===== src/rtl/instr_fetch_queue.sv =====
// Instruction fetch stage: prefetch queue fed by a 1-cycle synchronous imem, head decoded into MIPS fields.
// Optional IFQ_BYPASS_EN: a response arriving at an empty queue is presented combinationally in the same cycle.
module instr_fetch_queue #(
    parameter int ADDR_WIDTH  = 8,
    parameter int QUEUE_DEPTH = 4
) (
    input  logic                               clk,
    input  logic                               rst_n,
    input  logic                               fetch_en,
    input  logic                               flush,
    input  logic [ADDR_WIDTH-1:0]              flush_pc,
    output logic                               imem_req,
    output logic [ADDR_WIDTH-1:0]              imem_addr,
    input  logic [31:0]                        imem_rdata,
    output logic                               out_valid,
    input  logic                               out_ready,
    output logic [ADDR_WIDTH-1:0]              out_pc,
    output logic [31:0]                        out_instr,
    output logic [5:0]                         opcode,
    output logic [4:0]                         rs,
    output logic [4:0]                         rt,
    output logic [4:0]                         rd,
    output logic [4:0]                         shamt,
    output logic [5:0]                         funct,
    output logic [15:0]                        immediate,
    output logic [31:0]                        imm_sext,
    output logic [25:0]                        jump_target,
    output logic [$clog2(QUEUE_DEPTH):0]       q_count
);

    localparam int PTR_W = $clog2(QUEUE_DEPTH);
    localparam int CNT_W = PTR_W + 1;

    logic [ADDR_WIDTH-1:0] fpc;
    logic [ADDR_WIDTH-1:0] inflight_pc;
    logic                  inflight;
    logic [PTR_W-1:0]      head;
    logic [PTR_W-1:0]      tail;
    logic [CNT_W-1:0]      count;
    logic [31:0]           q_instr [QUEUE_DEPTH];
    logic [ADDR_WIDTH-1:0] q_pc    [QUEUE_DEPTH];

    logic                  q_empty;
    logic                  bypass_hit;
    logic [31:0]           head_instr;
    logic [ADDR_WIDTH-1:0] head_pc;
    logic [31:0]           dec_instr;
    logic                  pop;
    logic                  pop_q;
    logic                  push;
    logic [CNT_W:0]        credit;

    assign q_empty = (count == '0);

`ifdef IFQ_BYPASS_EN
    assign bypass_hit = q_empty && inflight;
`else
    assign bypass_hit = 1'b0;
`endif

    assign head_instr = bypass_hit ? imem_rdata  : q_instr[head];
    assign head_pc    = bypass_hit ? inflight_pc : q_pc[head];
    assign out_valid  = !q_empty || bypass_hit;
    assign pop        = out_valid && out_ready;

    // A bypassed word that is accepted never occupies a queue slot.
    assign push  = inflight && !(bypass_hit && out_ready);
    assign pop_q = out_ready && !q_empty;

    // Credits cover queued words plus the one in flight, so the queue cannot overflow.
    assign credit    = {1'b0, count} + (CNT_W+1)'(inflight) - (CNT_W+1)'(pop);
    assign imem_req  = rst_n && fetch_en && !flush && (credit < (CNT_W+1)'(QUEUE_DEPTH));
    assign imem_addr = fpc;
    assign q_count   = count;

    always_ff @(posedge clk or negedge rst_n) begin
        if (!rst_n) begin
            fpc      <= '0;
            inflight <= 1'b0;
            head     <= '0;
            tail     <= '0;
            count    <= '0;
        end else if (flush) begin
            fpc      <= flush_pc;
            inflight <= 1'b0;
            head     <= '0;
            tail     <= '0;
            count    <= '0;
        end else begin
            inflight <= imem_req;
            if (imem_req) fpc <= fpc + ADDR_WIDTH'(1);
            if (push)     tail <= tail + PTR_W'(1);
            if (pop_q)    head <= head + PTR_W'(1);
            unique case ({push, pop_q})
                2'b10:   count <= count + CNT_W'(1);
                2'b01:   count <= count - CNT_W'(1);
                default: count <= count;
            endcase
        end
    end

    // Data storage carries no reset; occupancy is tracked by count alone.
    always_ff @(posedge clk) begin
        if (imem_req) inflight_pc <= fpc;
        if (push && !flush) begin
            q_instr[tail] <= imem_rdata;
            q_pc[tail]    <= inflight_pc;
        end
    end

    assign dec_instr   = out_valid ? head_instr : 32'h0;
    assign out_pc      = out_valid ? head_pc : '0;
    assign out_instr   = dec_instr;
    assign opcode      = dec_instr[31:26];
    assign rs          = dec_instr[25:21];
    assign rt          = dec_instr[20:16];
    assign rd          = dec_instr[15:11];
    assign shamt       = dec_instr[10:6];
    assign funct       = dec_instr[5:0];
    assign immediate   = dec_instr[15:0];
    assign imm_sext    = {{16{dec_instr[15]}}, dec_instr[15:0]};
    assign jump_target = dec_instr[25:0];

endmodule


===== config.mk =====
export PLATFORM = sky130hd
export DESIGN_NAME = instr_fetch_queue
export DESIGN_NICKNAME = d
export VERILOG_FILES = /design/src/rtl/instr_fetch_queue.sv
export SDC_FILE = /design/constraint.sdc
export NUM_CORES = 1
export LEC_CHECK = 0
export CORE_ASPECT_RATIO = 2
export CORE_MARGIN = 2
export CORE_UTILIZATION = 63
export CTS_CLUSTER_SIZE = 25
export DETAILED_ROUTE_END_ITERATION = 6
export DONT_BUFFER_PORTS = 1
export PLACE_DENSITY = 0.85
export SETUP_SLACK_MARGIN = 0.1
export SYNTH_ARGS = -nofsm -noshare
export SYNTH_HDL_FRONTEND = slang
export SYNTH_SLANG_ARGS = --single-unit

===== constraint.sdc =====
create_clock -name clk -period 3.76 [get_ports clk]
set_clock_uncertainty 0.15 [all_clocks]
set_input_delay 0.376 -clock clk [delete_from_list [all_inputs] [get_ports clk]]
set_output_delay 0.376 -clock clk [all_outputs]
set_load 0.01 [all_outputs]

Yosys cells after proc, flatten, opt, wreduce, memory -nomap -nowiden. Memory sizes are Yosys's and may differ from the RTL's. Cells that the tools add are included.

$lt $le $gt $ge: 1. Reduce and logical (&&, ||, !) cells: 12. Add/sub/neg operators: 7. Mux-type cells: 13. Equal/unequal tests: 2.

Operators by type and width (count): 32-bit two-way mux (1); 8-bit two-way mux (3); 8-bit by 1-bit adder with 8-bit output (second input constant) (1); 2-bit two-way mux (4); 3-bit case mux with 2 select lines (1); 2-bit nonzero test (3); 1-bit logical AND (5); 2-bit by 1-bit adder with 2-bit output (second input constant) (2); 3-bit by 1-bit adder with 4-bit output (1); 4-bit by 3-bit less-than comparator with 1-bit output (second input constant) (1); 4-bit by 1-bit subtractor with 4-bit output (1); 3-bit by 1-bit adder with 3-bit output (second input constant) (1); 3-bit logical NOT (1); 1-bit two-way mux (3); 3-bit two-way mux (1); 3-bit nonzero test (1); 3-bit by 1-bit subtractor with 3-bit output (second input constant) (1); 2-bit by 1-bit == test with 1-bit output (second input constant) (1); 2-bit == test (second input constant) (1); 1-bit logical NOT (2).

Bits in registers: 24. Memories kept: 2. Output and inout port bits: 159. Memory bits (writable): 160. Input bits: 45. Logic and storage cells: 43.

Memories: q_instr (depth 4, width 32, read ports 1, clocked after Yosys merged registers in 0, wr ports 1, line 40) `logic [31:0] q_instr [QUEUE_DEPTH];`; q_pc (depth 4, width 8, read ports 1, clocked after Yosys merged registers in 0, wr ports 1, line 41) `logic [ADDR_WIDTH-1:0] q_pc [QUEUE_DEPTH];`.

Logic depth before layout (Yosys ltp).
Depth after elaboration: 8. Mapped depth: 9. Mapped depth without buffers: 8.

Least setup slack after synthesis. OpenSTA, ideal clock, no wires.

Path kind: register -> register. Start point: register count[2] (netlist: q_count[2]). End point: register inflight_pc[0], enable pin. Clock period less this slack: 3205 ps. Library setup time: 380 ps. Stages on the path, launching flop included: 9. Required time: 3230 ps. Data arrival time: 2675 ps. Path slack: 555 ps. Path buffers: 1. Path through: dfrtp_1 -> buf_2 -> o31ai_1 -> or2_2 -> ha_1 -> nand2_1 -> o41a_4 -> a21boi_2 -> nor2b_1.

Word-level cells in the longest chain between the ends: 6. Elaborated cells on any way between the ends: 7.

RTL lines: from (decl) (line 39) `logic [CNT_W-1:0] count;`; from (signal assigned) (line 95) `2'b10: count <= count + CNT_W'(1);`; from (signal assigned) (line 96) `2'b01: count <= count - CNT_W'(1);`; from (signal assigned) (line 97) `default: count <= count;`; branches (longest 3 deep; another with 3-bit by 1-bit adder with 4-bit output); 4-bit by 1-bit subtractor with 4-bit output * (line 71) `assign credit = {1'b0, count} + (CNT_W+1)'(inflight) - (CNT_W+1)'(pop);`; 4-bit by 3-bit less-than comparator with 1-bit output * (line 72) `assign imem_req = rst_n && fetch_en && !flush && (credit < (CNT_W+1)'(QUEUE_DEPTH));`; 1-bit logical AND * (line 72); net imem_req (line 12) `output logic imem_req,`; to (signal assigned) (line 104) `if (imem_req) inflight_pc <= fpc;`; to (decl) (line 35) `logic [ADDR_WIDTH-1:0] inflight_pc;`.

Mark *: on every way through the listed nets, which the timed path passes. A chain may end at the register's enable or synchronous reset.

Worst setup path in the final report.
Start point: register count[2] (netlist: q_count[2]). End point: output imem_req.

Word-level cells in the longest chain between the ends: 6. Elaborated cells on any way between the ends: 7.

RTL lines (line): branches (longest 3 deep; another with 3-bit by 1-bit adder with 4-bit output); 4-bit by 1-bit subtractor with 4-bit output * (71); 4-bit by 3-bit less-than comparator with 1-bit output * (72); 1-bit logical AND * (72); to (decl) (12).

Mark *: on every way between the ends.

==> metrics.md <==
| Metric | Value |
|---|---|
| Most frequent cells in the layout | edfxtp_1, dlygate4sd3_1, mux4_2 |
| Detailed placement HPWL | 8.315 mm |
| Stages on worst setup path | 8 |
| First-pass GRT wire length | 21.06 mm |
| RSZ-0062 raised after global routing | false |
| Global Route Usage Sum | 20.68% |
| Die Wd | 84.40 um |
| Port bufs | 0 |
| Critical Path, Cell by Cell | o31ai_1 > buf_4 > or2_2 > ha_1 > nand2_1 > o41a_4 > a21boi_2 > nor2b_2 |
| Synthesis-stage register bit count | 184 |
| TritonCTS Sinks | 184 |
| Largest family of logic cells by synthesized area | multiplexers |
| Final WL | 13.95 mm |
| Max Cap Viol | 0 |
| Lkg Pwr | 2.808 nW |
| Placement Rows | 58 |
| Slew HR | 24.73% |
| GR Overflow Total | 0 |
| Final Max Slew Viols | 0 |
| WP data required | 3.23 ns |
| Reg clk slew, reported paths | 0.06 ns |
| H-tree depth | 4 |
| CTS Root Cell | clkbuf_16 |
| Mapped Avg Cell Area | 16.90 um2 |
| Worst skew pair latency | 0.41 ns |
| Critical path's slowest cell | o41a_4 |
| DRT Pass-1 Iters | 4 |
| CP Capture Point | imem_req |
| Fmax | 0.2903 GHz |
| Synth warnings | 0 |
| Syn Nets | 535 |
| Crit path buf inv count | 1 |
| Fraction of layout cells with a size suffix above 1 | 22.00% |
| # setup viols final | 0 |
| WL/cell | 23.60 um |
| Min Tclk post-route | 3.444 ns |
| Via Count | 3,607 |
| Seq/Total Area, Yosys | 66.85% |
| Vias in the first global route | 3,846 |
| CTS Buffer Depth | 2 |
| Setup CP Type | reg -> out |
| Crit path max-delay family | compound AO/OA/AOI/OAI gates |
| Peak VDD IR | 802.1 uV |
| CP max stage delay | 0.51 ns |
| Worst Path Max Fanout | 8 |
| Antenna viol nets, final | 0 |
| Crit start category | register |
| Post-synthesis simple-gate area fraction | 5.822% |
| Setup crit end kind | primary output |
| RD Place Congestion | 0.7308 |
| Cells after synthesis | 482 |
| Worst Max-Slew Pin Slew | 1.129 ns |
| CTS tree | done |
| Reg-to-Reg Start | q_count[2] |
| Hold WS | 0.03017 ns |
| Die ar. | 13,910 um2 |
| # DRC | 0 |
| Synth Area in XOR/XNOR | 1.490% |
| Endpoints failing hold | 0 |
| Number of I/O pins | 204 |
| Num CTS Buffers | 17 |
| Vias per cell | 6.103 |
| Commonest non-fill, non-tap cell in the layout | edfxtp_1 |
| Setup tns final | 0 ns |
| Flop2flop setup slack | 0.60 ns |
| Reg2Reg Depth | 9 |
| CP startpoint | q_count[2] |
| Post-CTS setup buffer count | 0 |
| Initial Utilization | 64.51% |
| Ant diodes | 0 |
| Synth Cell Area | 8145 um2 |
| Yosys cell types | 38 |
| Iteration-0 DRC Markers | 209 |
| Status | complete, no violations |
| Fin nets | 481 |
| Initial antenna violation count | 0 |
| R2R Path End | inflight_pc[2] |
| CP arrival | 2.92 ns |
| Worst min path class | in -> reg |
| Die Height | 164.8 um |
| Pin count of the biggest net entering global routing | 41 |
| Core area | 12,630 um2 |
| Synth Area in Adders | 1.321% |
| Mux contribution to synthesized area | 11.71% |
| Area Growth Syn to Fin | 4.992% |
| PD cells | 715.6 nW/um2 |
| Post-synthesis compound-gate area fraction | 1.674% |
| Final Cycle Share | 91.61% |
## worst register-to-register path, cell delays in order, from the launching register on
cell	delay (ns)
dfrtp_2	0.48
o31ai_1	0.11
buf_4	0.16
or2_2	0.30
ha_1	0.28
nand2_1	0.11
o41a_4	0.51
a21boi_2	0.25
nor2b_2	0.30
buf_4	0.22
## worst min-delay path by stage
stage,start,end,slack (ns),depth (start not counted)
6_report,flush,inflight_pc[6],0.03,1
2_1_floorplan,rst_n,head[0],-0.07,0
4_1_cts,flush,imem_addr[6],0.009,3
3_5_place_dp,rst_n,q_count[1],-0.07,0
3_3_place_gp,rst_n,q_count[0],-0.07,0
5_1_grt,flush,inflight_pc[6],0.01,1
## cell families after synthesis
family	count (synthesis)
adder cells (fa/ha/maj)	8
multiplexers	45
AO/OA/AOI/OAI	15
flip-flops	184
AND/OR/NAND/NOR	85
XOR/XNOR	13
buffers and inverters	132
## metal layers
metal	vias up	wire length, um	global-route usage (%)	share of wire, %
li1	1562	-	-	-
met1	1829	4788	22.70	34
met2	184	7843	36.94	56
met3	32	881	5.647	6.3
met4	0	433	9.740	3.1
met5	-	0	0	0
## Yosys cell counts (all sizes together)
cell type | instances | area [um2]
or3 | 1 | 6.260
and2 | 45 | 281.5
mux2 | 2 | 22.52
fa | 1 | 20.02
mux4 | 40 | 900.9
o41a | 1 | 21.27
nor2 | 8 | 30.03
nand4 | 3 | 18.77
a21oi | 3 | 15.01
or2 | 1 | 6.260
clkbuf | 10 | 37.54
xor2 | 4 | 35.03
a21boi | 1 | 11.26
xnor2 | 9 | 86.34
a311o | 1 | 10.01
o31ai | 1 | 7.510
nand3b | 1 | 7.510
buf | 115 | 843.3
nand2 | 12 | 45.04
nand3 | 6 | 30.03
and3 | 2 | 12.51
dfrtp | 16 | 400.4
ha | 7 | 87.58
o211ai | 1 | 21.27
edfxtp | 168 | 5045
nor3 | 1 | 5.000
o21ai | 6 | 30.02
a211oi | 1 | 20.02
inv | 7 | 26.28
mux2i | 3 | 30.03
nor2b | 5 | 31.28
## cell type report
class / instances / area (um2)
Inverter: 7 / 26.28
Clock buffer: 20 / 436.7
Tap cell: 150 / 187.7
Timing Repair Buffer: 52 / 508.0
Fill cell: 835 / 4075
Sequential cell: 184 / 5451
Clock inverter: 12 / 140.1
Multi-Input combinational cell: 166 / 1802
## what timing repair did
action / CTS / global route
hold buffers: 42 / 0
gates resized for setup: 0 / 4
setup endpoints to repair: 0 / 1
hold endpoints to repair: 160 / 0
## sequential cells by signal, indices dropped and copies added, names as in the netlist
| register | cells |
|---|---|
| head | 2 |
| q_count | 3 |
| imem_addr | 8 |
| inflight | 1 |
| q_pc | 32 |
| q_instr | 128 |
| inflight_pc | 8 |
| tail | 2 |
## report_power, final
part / internal [mW] / switching (mW)
clock network: 0.988 / 0.728
logic: 0.651 / 1.25
registers: 2.35 / 0.155
total: 3.99 / 2.13
## through the flow
| step | utilization (%) | power (mW) | cells | setup slack (ns) | cell area, um2 |
|---|---|---|---|---|---|
| floorplan | - | 4.870 | 482 | 0.5555 | 8145 |
| global placement | 59.78 | 4.353 | 517 | 0.5523 | 7548 |
| detailed placement | 59.78 | 4.412 | 517 | 0.4442 | 7548 |
| CTS | 67.68 | 6.180 | 591 | 0.1424 | 8546 |
| global route | 67.73 | 6.414 | 591 | 0.1711 | 8552 |
| finish | 67.73 | 6.119 | 591 | 0.3155 | 8552 |
Power figures use the tool's default switching activity.
